File: src/rtl/ad7276_emu_pkg.sv
// Shared types and sizing helpers for the AD7276 responder.
package ad7276_emu_pkg;

  // Frame sequencer states.
  typedef enum logic [1:0] {
    IDLE  = 2'd0,
    SHIFT = 2'd1,
    QUIET = 2'd2
  } state_t;

  // Default geometry of an AD7276 frame.
  localparam int DEF_ADC_LENGTH  = 12;
  localparam int DEF_LEAD_ZEROS  = 2;
  localparam int DEF_TRAIL_ZEROS = 2;

  // Total bits clocked out per frame.
  function automatic int frame_bits(input int lead, input int adc, input int trail);
    return lead + adc + trail;
  endfunction

  // Width of a counter that can hold 0..fb inclusive.
  function automatic int cnt_width(input int fb);
    return $clog2(fb + 1);
  endfunction

endpackage

File: src/rtl/ad7276_emulator_sync.sv
// Multi-flop synchronizer followed by a single-cycle edge detector.
module sync_edge_detect #(
  parameter int   SYNC_STAGES = 2,
  parameter logic RST_VAL     = 1'b0
) (
  input  logic clk,
  input  logic rst,
  input  logic pad,
  output logic level,
  output logic rise,
  output logic fall
);

  logic [SYNC_STAGES-1:0] chain;
  logic                   prev;

  // Synchronizer chain plus one delayed copy of the synced level for edge detection.
  always_ff @(posedge clk or posedge rst) begin
    if (rst) begin
      chain <= {SYNC_STAGES{RST_VAL}};
      prev  <= RST_VAL;
    end else begin
      chain <= {chain[SYNC_STAGES-2:0], pad};
      prev  <= chain[SYNC_STAGES-1];
    end
  end

  assign level = chain[SYNC_STAGES-1];
  assign rise  = level & ~prev;
  assign fall  = ~level & prev;

endmodule

File: src/rtl/ad7276_emulator.sv
// AD7276 serial ADC responder: answers a cs/sclk master with
// {lead zeros, sample MSB-first, trail zeros} on sdata.
module ad7276_emulator
  import ad7276_emu_pkg::*;
#(
  parameter int ADC_LENGTH  = DEF_ADC_LENGTH,
  parameter int LEAD_ZEROS  = DEF_LEAD_ZEROS,
  parameter int TRAIL_ZEROS = DEF_TRAIL_ZEROS,
  parameter int SYNC_STAGES = 2
) (
  input  logic                  CLK100MHz,
  input  logic                  ARESET,
  input  logic                  cs,
  input  logic                  sclk,
  output logic                  sdata,
  output logic                  sdata_oe,
  input  logic [ADC_LENGTH-1:0] s_data,
  input  logic                  s_valid,
  output logic                  s_ready,
  output logic                  busy,
  output logic                  frame_done,
  output logic                  underrun,
  output logic                  abort
);

  localparam int FRAME_BITS = frame_bits(LEAD_ZEROS, ADC_LENGTH, TRAIL_ZEROS);
  localparam int CNT_W      = cnt_width(FRAME_BITS);
  localparam logic [CNT_W-1:0] LAST_CNT = CNT_W'(FRAME_BITS - 1);

  // Place a sample inside a frame word with its lead/trail zero padding.
  function automatic logic [FRAME_BITS-1:0] build_word(input logic [ADC_LENGTH-1:0] sample);
    return FRAME_BITS'(sample) << TRAIL_ZEROS;
  endfunction

  state_t                  state;
  logic [CNT_W-1:0]        cnt;
  logic [FRAME_BITS-2:0]   shreg;
  logic [ADC_LENGTH-1:0]   hold_data;
  logic                    hold_valid;
  logic [ADC_LENGTH-1:0]   last_sample;
  logic [FRAME_BITS-1:0]   load_word;

  logic cs_level, cs_rise, cs_fall;
  logic sclk_level, sclk_rise, sclk_fall;
  logic sclk_fall_act;
  logic frame_start;
  logic accept;
  logic unused_sclk;

  // cs idles high, so its synchronizer resets high to avoid a false edge out of reset.
  sync_edge_detect #(
    .SYNC_STAGES (SYNC_STAGES),
    .RST_VAL     (1'b1)
  ) u_cs_sync (
    .clk   (CLK100MHz),
    .rst   (ARESET),
    .pad   (cs),
    .level (cs_level),
    .rise  (cs_rise),
    .fall  (cs_fall)
  );

  sync_edge_detect #(
    .SYNC_STAGES (SYNC_STAGES),
    .RST_VAL     (1'b0)
  ) u_sclk_sync (
    .clk   (CLK100MHz),
    .rst   (ARESET),
    .pad   (sclk),
    .level (sclk_level),
    .rise  (sclk_rise),
    .fall  (sclk_fall)
  );

  // Rising sclk and the raw sclk level carry no information for this responder.
  assign unused_sclk = sclk_level ^ sclk_rise;

  // sclk is only meaningful while cs is low; a cs rise in the same cycle wins.
  assign sclk_fall_act = sclk_fall & ~cs_level;
  assign frame_start   = (state == IDLE) && cs_fall;
  assign accept        = s_valid && s_ready;
  assign s_ready       = ~hold_valid;
  assign load_word     = build_word(hold_valid ? hold_data : last_sample);

  // One-deep sample buffer: filled by the handshake, emptied only by a frame start.
  always_ff @(posedge CLK100MHz or posedge ARESET) begin
    if (ARESET) begin
      hold_data  <= '0;
      hold_valid <= 1'b0;
    end else begin
      if (accept) begin
        hold_data  <= s_data;
        hold_valid <= 1'b1;
      end else if (frame_start && hold_valid) begin
        hold_valid <= 1'b0;
      end
    end
  end

  // Frame sequencer with registered pad and status outputs.
  always_ff @(posedge CLK100MHz or posedge ARESET) begin
    if (ARESET) begin
      state       <= IDLE;
      cnt         <= '0;
      shreg       <= '0;
      last_sample <= '0;
      sdata       <= 1'b0;
      sdata_oe    <= 1'b0;
      busy        <= 1'b0;
      frame_done  <= 1'b0;
      underrun    <= 1'b0;
      abort       <= 1'b0;
    end else begin
      frame_done <= 1'b0;
      underrun   <= 1'b0;
      abort      <= 1'b0;
      case (state)
        IDLE: begin
          if (cs_fall) begin
            state    <= SHIFT;
            busy     <= 1'b1;
            sdata_oe <= 1'b1;
            cnt      <= '0;
            sdata    <= load_word[FRAME_BITS-1];
            shreg    <= load_word[FRAME_BITS-2:0];
            if (hold_valid) begin
              last_sample <= hold_data;
            end else begin
              underrun <= 1'b1;
            end
          end
        end
        SHIFT: begin
          if (cs_rise) begin
            abort    <= 1'b1;
            sdata_oe <= 1'b0;
            sdata    <= 1'b0;
            busy     <= 1'b0;
            state    <= IDLE;
          end else if (sclk_fall_act) begin
            cnt <= cnt + 1'b1;
            if (cnt == LAST_CNT) begin
              sdata_oe   <= 1'b0;
              sdata      <= 1'b0;
              frame_done <= 1'b1;
              state      <= QUIET;
            end else begin
              sdata <= shreg[FRAME_BITS-2];
              shreg <= {shreg[FRAME_BITS-3:0], 1'b0};
            end
          end
        end
        QUIET: begin
          if (cs_rise) begin
            busy  <= 1'b0;
            state <= IDLE;
          end
        end
        default: begin
          state    <= IDLE;
          busy     <= 1'b0;
          sdata_oe <= 1'b0;
          sdata    <= 1'b0;
        end
      endcase
    end
  end

endmodule
File: config.mk
export PLATFORM = sky130hd
export DESIGN_NAME = ad7276_emulator
export DESIGN_NICKNAME = d
export VERILOG_FILES = /design/src/rtl/ad7276_emu_pkg.sv /design/src/rtl/ad7276_emulator_sync.sv /design/src/rtl/ad7276_emulator.sv
export SDC_FILE = /design/constraint.sdc
export NUM_CORES = 1
export LEC_CHECK = 0
export BUFFER_PORTS_ARGS = -buffer_cell sky130_fd_sc_hd__buf_2
export CORE_MARGIN = 10
export CORE_UTILIZATION = 50
export CTS_CLUSTER_SIZE = 28
export DETAILED_ROUTE_END_ITERATION = 7
export PLACE_DENSITY = 0.69
export SLEW_MARGIN = 20
export SYNTH_ARGS = -nofsm -noshare
export SYNTH_HDL_FRONTEND = slang
export SYNTH_HIERARCHICAL = 1
export SYNTH_SLANG_ARGS = --single-unit
File: constraint.sdc
create_clock -name CLK100MHz -period 4.03 [get_ports CLK100MHz]
set_input_delay 0.806 -clock CLK100MHz [delete_from_list [all_inputs] [get_ports CLK100MHz]]
set_output_delay 0.806 -clock CLK100MHz [all_outputs]
set_load 0.03 [all_outputs]
==> impl_table.tex, run 1 <==
\begin{tabular}{lr}
\hline
Metric & Value \\
\hline
\multicolumn{2}{l}{\textbf{Status}} \\
\quad Status & finished, final reports clean \\
\multicolumn{2}{l}{\textbf{Floorplanning}} \\
\quad Die area & 8450 sq um \\
\quad Number of top-level design ports & 24 \\
\quad Die Y-Extent & between 90 and 100 um \\
\quad CORE AREA & between 5000 and 6000 sq um \\
\quad Starting density of the core & 0.510 \\
\quad Number of standard-cell rows in the floorplan & 26 \\
\quad Chip width & 91.9 um \\
\multicolumn{2}{l}{\textbf{Clock network}} \\
\quad Clock tree from TritonCTS & done \\
\quad Master cell of the clock root buffer & sky130\_fd\_sc\_hd\_\_clkbuf\_8 \\
\quad H-tree level count & 3 \\
\quad CTS sink cnt & 57 \\
\quad Resized Gates After CTS & 0 \\
\quad Max Buffers Root-to-Sink & 2 \\
\quad Post-CTS Hold Fix Bufs & 0 \\
\quad Total clock buffers created by CTS & 9 \\
\quad Insertion delay to the later sink of the worst-skew pair & between 0.3 and 0.4 ns \\
\quad Clock transition time at the flip-flop clock pins of the worst setup and hold paths & 0.06 ns \\
\quad Count of buffers added by post-CTS timing repair for setup & 0 \\
\multicolumn{2}{l}{\textbf{Min path}} \\
\quad Worst min-delay path class & primary input to asynchronous set/reset pin \\
\multicolumn{2}{l}{\textbf{Synth}} \\
\quad Syn Inst Count & 208 \\
\quad Count of yosys warnings during synthesis & 6 \\
\quad Post-Synthesis Mean Instance Area & 12.4 sq um \\
\quad Cell area after synthesis & 2590 sq um \\
\quad Post-synthesis net count & 230 \\
\multicolumn{2}{l}{\textbf{Global routing}} \\
\quad Largest net degree at the start of global routing & 52 \\
\quad Met1 Use GR & 0.158 \\
\quad Via count of the first global-routing pass & 1569 \\
\quad Global-route usage over all layers & 0.113 \\
\quad Global-route wire length before repair & around 7700 um \\
\quad Most heavily used metal layer in global routing & met1 \\
\quad Leftover overflow at the end of global routing & 0 \\
\quad Met3 global-route usage & 0.0342 \\
\quad Initial antenna violation count & 0 \\
\quad Fraction of met2 tracks used by global routing & 0.148 \\
\multicolumn{2}{l}{\textbf{Drt}} \\
\quad Routed via count divided by cell count & 5.09 \\
\quad Starting DRC count in detailed routing & roughly 110 \\
\quad Total number of vias & 1564 \\
\quad Antenna violation net count after detailed routing & 0 \\
\quad DRC viols & 0 \\
\quad Routed Wire Length & 4430 um \\
\quad WL/cell & 14.4 um \\
\quad Total iterations of the first detailed-routing run & 4 \\
\multicolumn{2}{l}{\textbf{Cells and area}} \\
\quad Multi-input logic area & between 1000 and 1500 sq um \\
\quad Fill cells & between 400 and 500 \\
\quad Synth-to-Final Area Change & 12.7\% \\
\quad Total area of sequential cells & around 1400 sq um \\
\quad Share of post-route cells with drive strength above 1 & 0.312 \\
\quad \# nets final & 255 \\
\quad Antenna diode count & 0 \\
\multicolumn{2}{l}{\textbf{STA}} \\
\quad Tightest Pin Transition & 1.07 ns \\
\quad Setup\_tns & 0 ns \\
\quad Achievable frequency & 443 MHz \\
\quad Setup Viol. Count Final & 0 \\
\quad Slew Limit Fails & 0 \\
\quad Clock skew after layout & 0.00741 ns \\
\quad Worst-case headroom to the max-slew limit & 0.282 \\
\quad Hold violation count in the final report & 0 \\
\quad Setup repair after global routing missed its margin & false \\
\quad Minimum clock period & 2.25 ns \\
\quad Fraction of the cycle the final worst path needs & 0.560 \\
\multicolumn{2}{l}{\textbf{Place}} \\
\quad DPL Wire Length & 3040 um \\
\quad Buffers added on ports & 23 \\
\quad RD Place Congestion & approximately 0.74 \\
\multicolumn{2}{l}{\textbf{Critical path}} \\
\quad Classification of the worst setup path & flip-flop to primary output \\
\quad Critical path launch point type & flip-flop \\
\quad WP data arrival & 1.45 ns \\
\quad Top fanout value on the critical path & 17 \\
\quad Worst-case register-to-register setup slack & roughly 1.9 ns \\
\quad Critical path data required time & 3.22 ns \\
\quad Type of element capturing the critical path & primary output \\
\multicolumn{2}{l}{\textbf{Power}} \\
\quad Leakage Power & about 0.0013 uW \\
\quad Total power & 2000 uW \\
\quad Worst IR Drop VDD & approximately 0.37 mV \\
\quad Pwr dens & 686 nW/um\^{}2 \\
\multicolumn{2}{l}{\textbf{Job}} \\
\quad Max-cap violation count & 0 \\
\hline
\end{tabular}
==> placed cells by master, fill, tap and decap left out, types with 6 or more instances in the layout <==
cell type,n
sky130_fd_sc_hd__mux2_2,23
sky130_fd_sc_hd__o21ai_0,6
sky130_fd_sc_hd__nor2_1,7
sky130_fd_sc_hd__nand2_1,21
sky130_fd_sc_hd__inv_1,12
sky130_fd_sc_hd__dfrtp_1,54
sky130_fd_sc_hd__buf_2,23
sky130_fd_sc_hd__mux2i_1,12
sky130_fd_sc_hd__o221a_1,10
sky130_fd_sc_hd__clkbuf_8,12
==> report_power, final <==
part	total [uW]	internal (uW)	switching, uW
sequential	913	777	136
clock	483	269	214
combinational	603	301	302
total	2000	1350	651
==> cell type report <==
class / instances / share of cell area
well taps: 70 / 0.0300
clock inverters: 2 / 0.00429
clock buffers: 13 / 0.0579
repair buffers: 23 / 0.0395
inverters: 13 / 0.0172
flip-flops and latches: 57 / 0.491
multi-input cells: 129 / 0.361
==> critical path, cell delays in order, from the launching register on <==
cell                      delay (ns)
sky130_fd_sc_hd__dfrtp_1        0.85
sky130_fd_sc_hd__inv_1          0.07
sky130_fd_sc_hd__buf_2          0.20
==> registers in the layout, indices dropped and copies added, names as in the netlist <==
| signal | cells |
|---|---|
| abort | 1 |
| busy | 1 |
| cnt | 5 |
| frame_done | 1 |
| hold_data | 12 |
| hold_valid | 1 |
| last_sample | 12 |
| sdata | 1 |
| sdata_oe | 1 |
| shreg | 13 |
| state | 2 |
| u_cs_sync/chain | 2 |
| u_cs_sync/prev | 1 |
| u_sclk_sync/chain | 2 |
| u_sclk_sync/prev | 1 |
| underrun | 1 |
==> metal layers <==
metal | part of all wire | vias up | wire length (um)
met5 | 0 | - | 0
met4 | 0.021 | 0 | 92
met2 | 0.41 | 28 | 1800
met1 | 0.53 | 747 | 2370
met3 | 0.039 | 8 | 171
li1 | - | 781 | -
==> stage by stage <==
step / cell area [sq um] / hold slack (ns) / setup slack (ns) / instances / utilization
2_1_floorplan: 2590 / 0.331 / 1.99 / 208 / -
3_3_place_gp: 2730 / 0.335 / 1.78 / 292 / 0.538
3_5_place_dp: 2730 / 0.347 / 1.77 / 292 / 0.538
4_1_cts: 2910 / 0.346 / 1.75 / 307 / 0.574
5_1_grt: 2920 / 0.359 / 1.65 / 307 / 0.574
6_report: 2920 / 0.353 / 1.78 / 307 / 0.574
==> path summary, 6_finish.rpt <==
kind                                      start              endpoint  cells past startpoint
max in group asynchronous                ARESET             shreg[13]                      2
max reg2reg                            state[1]             shreg[13]                      6
min reg2reg                u_sclk_sync/chain[0]  u_sclk_sync/chain[1]                      0
max                                  hold_valid               s_ready                      2
min                                      ARESET      u_sclk_sync/prev                      2
min in group CLK100MHz     u_sclk_sync/chain[0]  u_sclk_sync/chain[1]                      0
Power figures use the tool's default switching activity.
==> run 2: changes to the inputs <==
clock period = 2.2 ns   (was 4.03 ns; I/O delays follow)
==> impl_table.tex, run 2 (synthesized netlist as in run 1, its figures left out) <==
\begin{tabular}{lr}
\hline
Metric & Value \\
\hline
\multicolumn{2}{l}{\textbf{Floorplanning}} \\
\quad Die area & 8450 sq um (unchanged) \\
\quad Number of top-level design ports & 24 (unchanged) \\
\quad Starting density of the core & 0.510 (unchanged) \\
\quad Chip width & 91.9 um (unchanged) \\
\quad CORE AREA & 5070 sq um (unchanged) \\
\quad Number of standard-cell rows in the floorplan & 26 (unchanged) \\
\quad Die Y-Extent & 91.9 um (unchanged) \\
\multicolumn{2}{l}{\textbf{Cells and area}} \\
\quad Highest-count cells in the layout ignoring fill and taps & sky130\_fd\_sc\_hd\_\_dfrtp\_1, sky130\_fd\_sc\_hd\_\_mux2\_2, sky130\_fd\_sc\_hd\_\_buf\_2, sky130\_fd\_sc\_hd\_\_nand2\_1 (unchanged) \\
\quad Most frequent standard cell in the layout excluding fill and tap cells & sky130\_fd\_sc\_hd\_\_dfrtp\_1 (unchanged) \\
\quad Largest Register & shreg (unchanged) \\
\quad Multi-input logic area & 1050 sq um (unchanged) \\
\quad Fill cells & 446 (was 469) \\
\quad Core utilization of the finished layout & 0.597 (was 0.574) \\
\quad Antenna diode count & 0 (unchanged) \\
\quad \# nets final & 262 (was 255) \\
\quad Synth-to-Final Area Change & 17.1\% (was 12.7\%) \\
\quad Registers with the most flip-flops & shreg x13, hold\_data x12, last\_sample x12 (unchanged) \\
\quad Total area of sequential cells & 1430 sq um (unchanged) \\
\quad Number of flip-flops under the largest register name & 13 (unchanged) \\
\quad Share of post-route cells with drive strength above 1 & 0.335 (was 0.312) \\
\multicolumn{2}{l}{\textbf{Drt}} \\
\quad WL/cell & 14.2 um (was 14.4 um) \\
\quad DRC viols & 0 (unchanged) \\
\quad Routed via count divided by cell count & 5.15 (was 5.09) \\
\quad Routed Wire Length & 4470 um (was 4430 um) \\
\quad Total number of vias & 1622 (was 1564) \\
\quad Sum of routed wire segments on met1 & 2270 um (was 2370 um) \\
\quad Antenna violation net count after detailed routing & 0 (unchanged) \\
\quad Met2 WL & 1920 um (was 1800 um) \\
\quad Starting DRC count in detailed routing & 60 (was 111) \\
\quad Highest layer used for signal routing & met4 (unchanged) \\
\quad Total iterations of the first detailed-routing run & 4 (unchanged) \\
\quad Met3 layer wire length in the routed design & 214 um (was 171 um) \\
\multicolumn{2}{l}{\textbf{Critical path}} \\
\quad Count of cells along the worst register-to-register path & 6 (unchanged) \\
\quad Worst Path Buf+Inv & 0 (was 2) \\
\quad Worst-path cell with the longest stage delay & sky130\_fd\_sc\_hd\_\_dfrtp\_1 (unchanged) \\
\quad Critical path data required time & 2.42 ns (was 3.22 ns) \\
\quad Capture instance of the worst register-to-register path & sdata\_oe (was shreg[13]) \\
\quad Worst path top cell family by delay & simple AND/OR/NAND/NOR gates (was flip-flops) \\
\quad Cell seen most often among critical-path stages & sky130\_fd\_sc\_hd\_\_ha\_1 \\
\quad Worst setup startpoint & cnt[0] (was hold\_valid) \\
\quad Cell depth of the worst setup path & 6 (was 2) \\
\quad Startpoint of the worst-slack reg-to-reg timing path & cnt[0] (was state[1]) \\
\quad Type of element capturing the critical path & flip-flop (was primary output) \\
\quad Top fanout value on the critical path & 7 (was 17) \\
\quad Timing endpoint of the critical path & sdata\_oe (was s\_ready) \\
\quad Classification of the worst setup path & flip-flop to flip-flop (was flip-flop to primary output) \\
\quad Worst-case register-to-register setup slack & 0.24 ns (was 1.86 ns) \\
\quad WP data arrival & 2.18 ns (was 1.45 ns) \\
\quad Cells along the critical path & ha\_1, and3\_1, ha\_1, nor2\_1, nor3\_1, mux2\_2 (was inv\_1, buf\_2) \\
\quad Largest stage delay on the critical path & 0.40 ns (was 0.85 ns) \\
\quad Critical path launch point type & flip-flop (unchanged) \\
\multicolumn{2}{l}{\textbf{Global routing}} \\
\quad Initial antenna violation count & 0 (unchanged) \\
\quad Global-route usage over all layers & 0.117 (was 0.113) \\
\quad Largest net degree at the start of global routing & 29 (was 52) \\
\quad Leftover overflow at the end of global routing & 0 (unchanged) \\
\quad Via count of the first global-routing pass & 1670 (was 1569) \\
\quad Global-route wire length before repair & 7830 um (was 7670 um) \\
\multicolumn{2}{l}{\textbf{Clock network}} \\
\quad Clock tree from TritonCTS & done (unchanged) \\
\quad Insertion delay to the later sink of the worst-skew pair & 0.33 ns (about the same) \\
\quad Master cell of the clock root buffer & sky130\_fd\_sc\_hd\_\_clkbuf\_8 (unchanged) \\
\quad Post-CTS Hold Fix Bufs & 1 (was 0) \\
\quad Clock transition time at the flip-flop clock pins of the worst setup and hold paths & 0.06 ns (about the same) \\
\quad H-tree level count & 3 (unchanged) \\
\quad Total clock buffers created by CTS & 9 (unchanged) \\
\quad CTS sink cnt & 57 (unchanged) \\
\quad Resized Gates After CTS & 0 (unchanged) \\
\quad Count of buffers added by post-CTS timing repair for setup & 0 (unchanged) \\
\quad Max Buffers Root-to-Sink & 2 (unchanged) \\
\multicolumn{2}{l}{\textbf{STA}} \\
\quad Slew Limit Fails & 0 (unchanged) \\
\quad Worst-case headroom to the max-slew limit & 0.660 (was 0.282) \\
\quad Setup slack of the critical path after layout & 0.238 ns (was 1.78 ns) \\
\quad Clock skew after layout & 0.00411 ns (was 0.00741 ns) \\
\quad Setup\_tns & 0 ns (unchanged) \\
\quad Worst hold slack after final layout & 0.204 ns (was 0.353 ns) \\
\quad Achievable frequency & 510 MHz \\
\quad Fraction of the cycle the final worst path needs & 0.892 \\
\quad Tightest Pin Transition & 0.509 ns (was 1.07 ns) \\
\quad Setup Viol. Count Final & 0 (unchanged) \\
\quad Hold violation count in the final report & 0 (unchanged) \\
\quad Setup repair after global routing missed its margin & false (unchanged) \\
\quad Minimum clock period & between 1.5 and 2 ns \\
\multicolumn{2}{l}{\textbf{Place}} \\
\quad DPL Wire Length & 3160 um (was 3040 um) \\
\quad Buffers added on ports & 23 (unchanged) \\
\quad RD Place Congestion & 0.818 (was 0.740) \\
\quad Setup Slack @ Placement & 0.256 ns (was 1.77 ns) \\
\multicolumn{2}{l}{\textbf{Job}} \\
\quad Max-cap violation count & 0 (unchanged) \\
\multicolumn{2}{l}{\textbf{Status}} \\
\quad Status & finished, final reports clean (unchanged) \\
\multicolumn{2}{l}{\textbf{Min path}} \\
\quad Worst hold start & cs \\
\quad Cell count of the worst hold path & 1 \\
\quad Worst min-delay path class & primary input to flip-flop (was primary input to asynchronous set/reset pin) \\
\multicolumn{2}{l}{\textbf{Power}} \\
\quad Pwr dens & 1300 nW/um\^{}2 (was 686 nW/um\^{}2) \\
\quad Worst IR Drop VDD & 0.661 mV (was 0.373 mV) \\
\quad Leakage Power & 0.00137 uW (was 0.00131 uW) \\
\quad Total power & 3920 uW (was 2000 uW) \\
\hline
\end{tabular}
run 2: cell types whose count changed in the layout (fill, tap and decap cells not counted), sizes merged:
cell,delta
clkbuf,-2
buf,+6
dlygate4sd3,+1
bufinv,+2
inv,+1
run 2: through the flow:
stage | std cells | cell area [sq um]
finish | 315 | 3030
global route | 315 | 3030
CTS | 315 | 3030
detailed placement | 298 | 2790
global placement | 298 | 2790
floorplan | 208 | 2590
run 2: area by class of cell:
| class | count | share of cell area |
|---|---|---|
| Sequential cell | 57 | 0.472 |
| Inverter | 13 | 0.0161 |
| Clock buffer | 11 | 0.0500 |
| Tap cell | 70 | 0.0289 |
| Timing Repair Buffer | 30 | 0.0603 |
| Multi-Input combinational cell | 129 | 0.347 |
| Clock inverter | 5 | 0.0256 |
run 2: where the power goes:
group          total, uW  internal [uW]  switching, uW
logic               1170            581            591
registers           1650           1420            230
clock network       1100            695            402
run 2: worst min path at each step:
stage                                end
detailed placement  u_sclk_sync/chain[0]
global route          u_cs_sync/chain[0]
CTS                   u_cs_sync/chain[0]
global placement    u_sclk_sync/chain[0]
finish                u_cs_sync/chain[0]
floorplan           u_sclk_sync/chain[0]
run 2: metal layers:
metal | vias up | GRT usage
met5 | - | 0
met4 | 0 | 0.0656
met3 | 8 | 0.0489
li1 | 804 | -
met1 | 786 | 0.149
met2 | 24 | 0.162
run 2: worst register-to-register path: cells and delay by family (launching register included):
family                   cells  cell delay, ns
flip-flops                   1            0.40
AND/OR/NAND/NOR              3            0.55
adder cells (fa/ha/maj)      2            0.53
multiplexers                 1            0.37
==> run 3: changes to the inputs <==
CAP_MARGIN = 20   (was default)
CORE_ASPECT_RATIO = 1.5   (was default)
==> impl_table.tex, run 3 (synthesized netlist as in run 1, its figures left out) <==
\begin{tabular}{lr}
\hline
Metric & Value \\
\hline
\multicolumn{2}{l}{\textbf{Critical path}} \\
\quad Count of cells along the worst register-to-register path & 7 (was 6) \\
\quad Critical path data required time & 2.41 ns (was 2.42 ns) \\
\quad Classification of the worst setup path & flip-flop to flip-flop (unchanged) \\
\quad Type of element capturing the critical path & flip-flop (unchanged) \\
\quad Worst-path cell with the longest stage delay & sky130\_fd\_sc\_hd\_\_dfrtp\_1 (unchanged) \\
\quad Cells along the critical path & ha\_1, and3\_1, ha\_1, nor2b\_1, o21ai\_1, nand2b\_1, mux2\_1 (was ha\_1, and3\_1, ha\_1, nor2\_1, nor3\_1, mux2\_2) \\
\quad Cell seen most often among critical-path stages & sky130\_fd\_sc\_hd\_\_ha\_1 (unchanged) \\
\quad Top fanout value on the critical path & 7 (unchanged) \\
\quad Largest stage delay on the critical path & 0.41 ns (was 0.40 ns) \\
\quad Critical path launch point type & flip-flop (unchanged) \\
\quad WP data arrival & 2.15 ns (was 2.18 ns) \\
\multicolumn{2}{l}{\textbf{Global routing}} \\
\quad Global-route usage over all layers & 0.118 (was 0.117) \\
\quad Global-route wire length before repair & 7800 um (was 7830 um) \\
\quad Via count of the first global-routing pass & 1751 (was 1670) \\
\quad Met1 Use GR & 0.114 (was 0.149) \\
\quad Largest net degree at the start of global routing & 52 (was 29) \\
\quad Fraction of met2 tracks used by global routing & 0.206 (was 0.162) \\
\quad Met3 global-route usage & 0.0399 (was 0.0489) \\
\quad Initial antenna violation count & 0 (unchanged) \\
\quad Leftover overflow at the end of global routing & 0 (unchanged) \\
\quad Most heavily used metal layer in global routing & met2 (unchanged) \\
\multicolumn{2}{l}{\textbf{Floorplanning}} \\
\quad Number of standard-cell rows in the floorplan & 32 (was 26) \\
\quad Chip width & 78.7 um (was 91.9 um) \\
\quad Die area & 8510 sq um (was 8450 sq um) \\
\quad CORE AREA & 5080 sq um (was 5070 sq um) \\
\quad Number of top-level design ports & 24 (unchanged) \\
\quad Die Y-Extent & 108 um (was 91.9 um) \\
\quad Starting density of the core & 0.509 (was 0.510) \\
\multicolumn{2}{l}{\textbf{STA}} \\
\quad Achievable frequency & 516 MHz (was 510 MHz) \\
\quad Setup Viol. Count Final & 0 (unchanged) \\
\quad Tightest Pin Transition & 0.638 ns (was 0.509 ns) \\
\quad Worst-case headroom to the max-slew limit & 0.575 (was 0.660) \\
\quad Setup slack of the critical path after layout & 0.261 ns (was 0.238 ns) \\
\quad Setup\_tns & 0 ns (unchanged) \\
\quad Clock skew after layout & 0.00719 ns (was 0.00411 ns) \\
\quad Slew Limit Fails & 0 (unchanged) \\
\quad Hold violation count in the final report & 0 (unchanged) \\
\quad Fraction of the cycle the final worst path needs & 0.881 (was 0.892) \\
\quad Worst hold slack after final layout & 0.201 ns (was 0.204 ns) \\
\quad Minimum clock period & 1.94 ns (was 1.96 ns) \\
\quad Setup repair after global routing missed its margin & false (unchanged) \\
\multicolumn{2}{l}{\textbf{Drt}} \\
\quad DRC viols & 0 (unchanged) \\
\quad Antenna violation net count after detailed routing & 0 (unchanged) \\
\quad Routed Wire Length & 4520 um (was 4470 um) \\
\quad Total number of vias & 1614 (was 1622) \\
\quad Total iterations of the first detailed-routing run & 4 (unchanged) \\
\quad Routed via count divided by cell count & 5.12 (was 5.15) \\
\quad Starting DRC count in detailed routing & 42 (was 60) \\
\quad WL/cell & 14.4 um (was 14.2 um) \\
\multicolumn{2}{l}{\textbf{Cells and area}} \\
\quad Largest Register & shreg (unchanged) \\
\quad Most frequent standard cell in the layout excluding fill and tap cells & sky130\_fd\_sc\_hd\_\_dfrtp\_1 (unchanged) \\
\quad Share of post-route cells with drive strength above 1 & 0.332 (was 0.335) \\
\quad Number of flip-flops under the largest register name & 13 (unchanged) \\
\quad Registers with the most flip-flops & shreg x13, hold\_data x12, last\_sample x12 (unchanged) \\
\quad Multi-input logic area & 1050 sq um (unchanged) \\
\quad Highest-count cells in the layout ignoring fill and taps & sky130\_fd\_sc\_hd\_\_dfrtp\_1, sky130\_fd\_sc\_hd\_\_mux2\_2, sky130\_fd\_sc\_hd\_\_buf\_2, sky130\_fd\_sc\_hd\_\_nand2\_1 (unchanged) \\
\quad Antenna diode count & 0 (unchanged) \\
\quad Synth-to-Final Area Change & 15.0\% (was 17.1\%) \\
\quad Total area of sequential cells & 1430 sq um (unchanged) \\
\quad Fill cells & 453 (was 446) \\
\quad \# nets final & 264 (was 262) \\
\multicolumn{2}{l}{\textbf{Power}} \\
\quad Worst IR Drop VDD & 0.634 mV (was 0.661 mV) \\
\quad Total power & 3660 uW (was 3920 uW) \\
\quad Pwr dens & 1230 nW/um\^{}2 (was 1300 nW/um\^{}2) \\
\quad Leakage Power & 0.00136 uW (was 0.00137 uW) \\
\multicolumn{2}{l}{\textbf{Clock network}} \\
\quad H-tree level count & 3 (unchanged) \\
\quad Master cell of the clock root buffer & sky130\_fd\_sc\_hd\_\_clkbuf\_8 (unchanged) \\
\quad Total clock buffers created by CTS & 9 (unchanged) \\
\quad CTS sink cnt & 57 (unchanged) \\
\quad Clock tree from TritonCTS & done (unchanged) \\
\quad Insertion delay to the later sink of the worst-skew pair & 0.33 ns (about the same) \\
\quad Clock transition time at the flip-flop clock pins of the worst setup and hold paths & 0.07 ns (was 0.06 ns) \\
\quad Resized Gates After CTS & 0 (unchanged) \\
\quad Max Buffers Root-to-Sink & 2 (unchanged) \\
\quad Count of buffers added by post-CTS timing repair for setup & 0 (unchanged) \\
\multicolumn{2}{l}{\textbf{Status}} \\
\quad Status & finished, final reports clean (unchanged) \\
\multicolumn{2}{l}{\textbf{Min path}} \\
\quad Worst min-delay path class & primary input to flip-flop (unchanged) \\
\quad Cell count of the worst hold path & 1 (unchanged) \\
\multicolumn{2}{l}{\textbf{Place}} \\
\quad Buffers added on ports & 23 (unchanged) \\
\quad RD Place Congestion & 0.793 (was 0.818) \\
\quad DPL Wire Length & 3370 um (was 3160 um) \\
\quad Setup Slack @ Placement & 0.271 ns (was 0.256 ns) \\
\multicolumn{2}{l}{\textbf{Job}} \\
\quad Max-cap violation count & 0 (unchanged) \\
\hline
\end{tabular}
## run 3: area by class of cell
type / instances / share of cell area
Clock inverter: 3 / 0.00505
Clock buffer: 13 / 0.0534
Sequential cell: 57 / 0.481
Timing Repair Buffer: 32 / 0.0623
Inverter: 13 / 0.0164
Tap cell: 68 / 0.0286
Multi-Input combinational cell: 129 / 0.353
## run 3: metal layers
| layer | share of wire | vias up |
|---|---|---|
| met2 | 0.52 | 22 |
| li1 | - | 806 |
| met5 | 0 | - |
| met4 | 0.026 | 0 |
| met3 | 0.033 | 9 |
| met1 | 0.42 | 777 |
## run 3: metrics by stage
stage / area [sq um] / std cells / utilization
finish: 2970 / 315 / 0.585
floorplan: 2590 / 208 / -
CTS: 2970 / 315 / 0.585
global placement: 2790 / 298 / 0.549
global route: 2970 / 315 / 0.585
detailed placement: 2790 / 298 / 0.549
## run 3: power breakdown
| part | internal (uW) | switching [uW] |
|---|---|---|
| combinational | 591 | 561 |
| sequential | 1420 | 235 |
| clock | 465 | 389 |
## run 3: critical path: cells and delay by family, from the launching register on
kind	cells	cell delay, ns
compound gates	1	0.08
simple gates	3	0.50
fa+ha+maj	2	0.51
mux	1	0.31
flops	1	0.41
## run 3: final timing paths
| check | slack (ns) | start | endpoint |
|---|---|---|---|
| max | 0.26 | cnt[0] | state[0] |
| min | 0.20 | cs | u_cs_sync/chain[0] |
| max reg2reg | 0.26 | cnt[0] | state[0] |
| min reg2reg | 0.36 | u_cs_sync/chain[0] | u_cs_sync/chain[1] |
| max in group asynchronous | 0.93 | ARESET | shreg[11] |
| min in group asynchronous | 0.54 | ARESET | u_sclk_sync/chain[1] |
## run 3: what timing repair did
action                                  CTS  global route
endpoints found under the setup margin    0             0
hold endpoints to repair                  3             0
hold buffers                              1             0
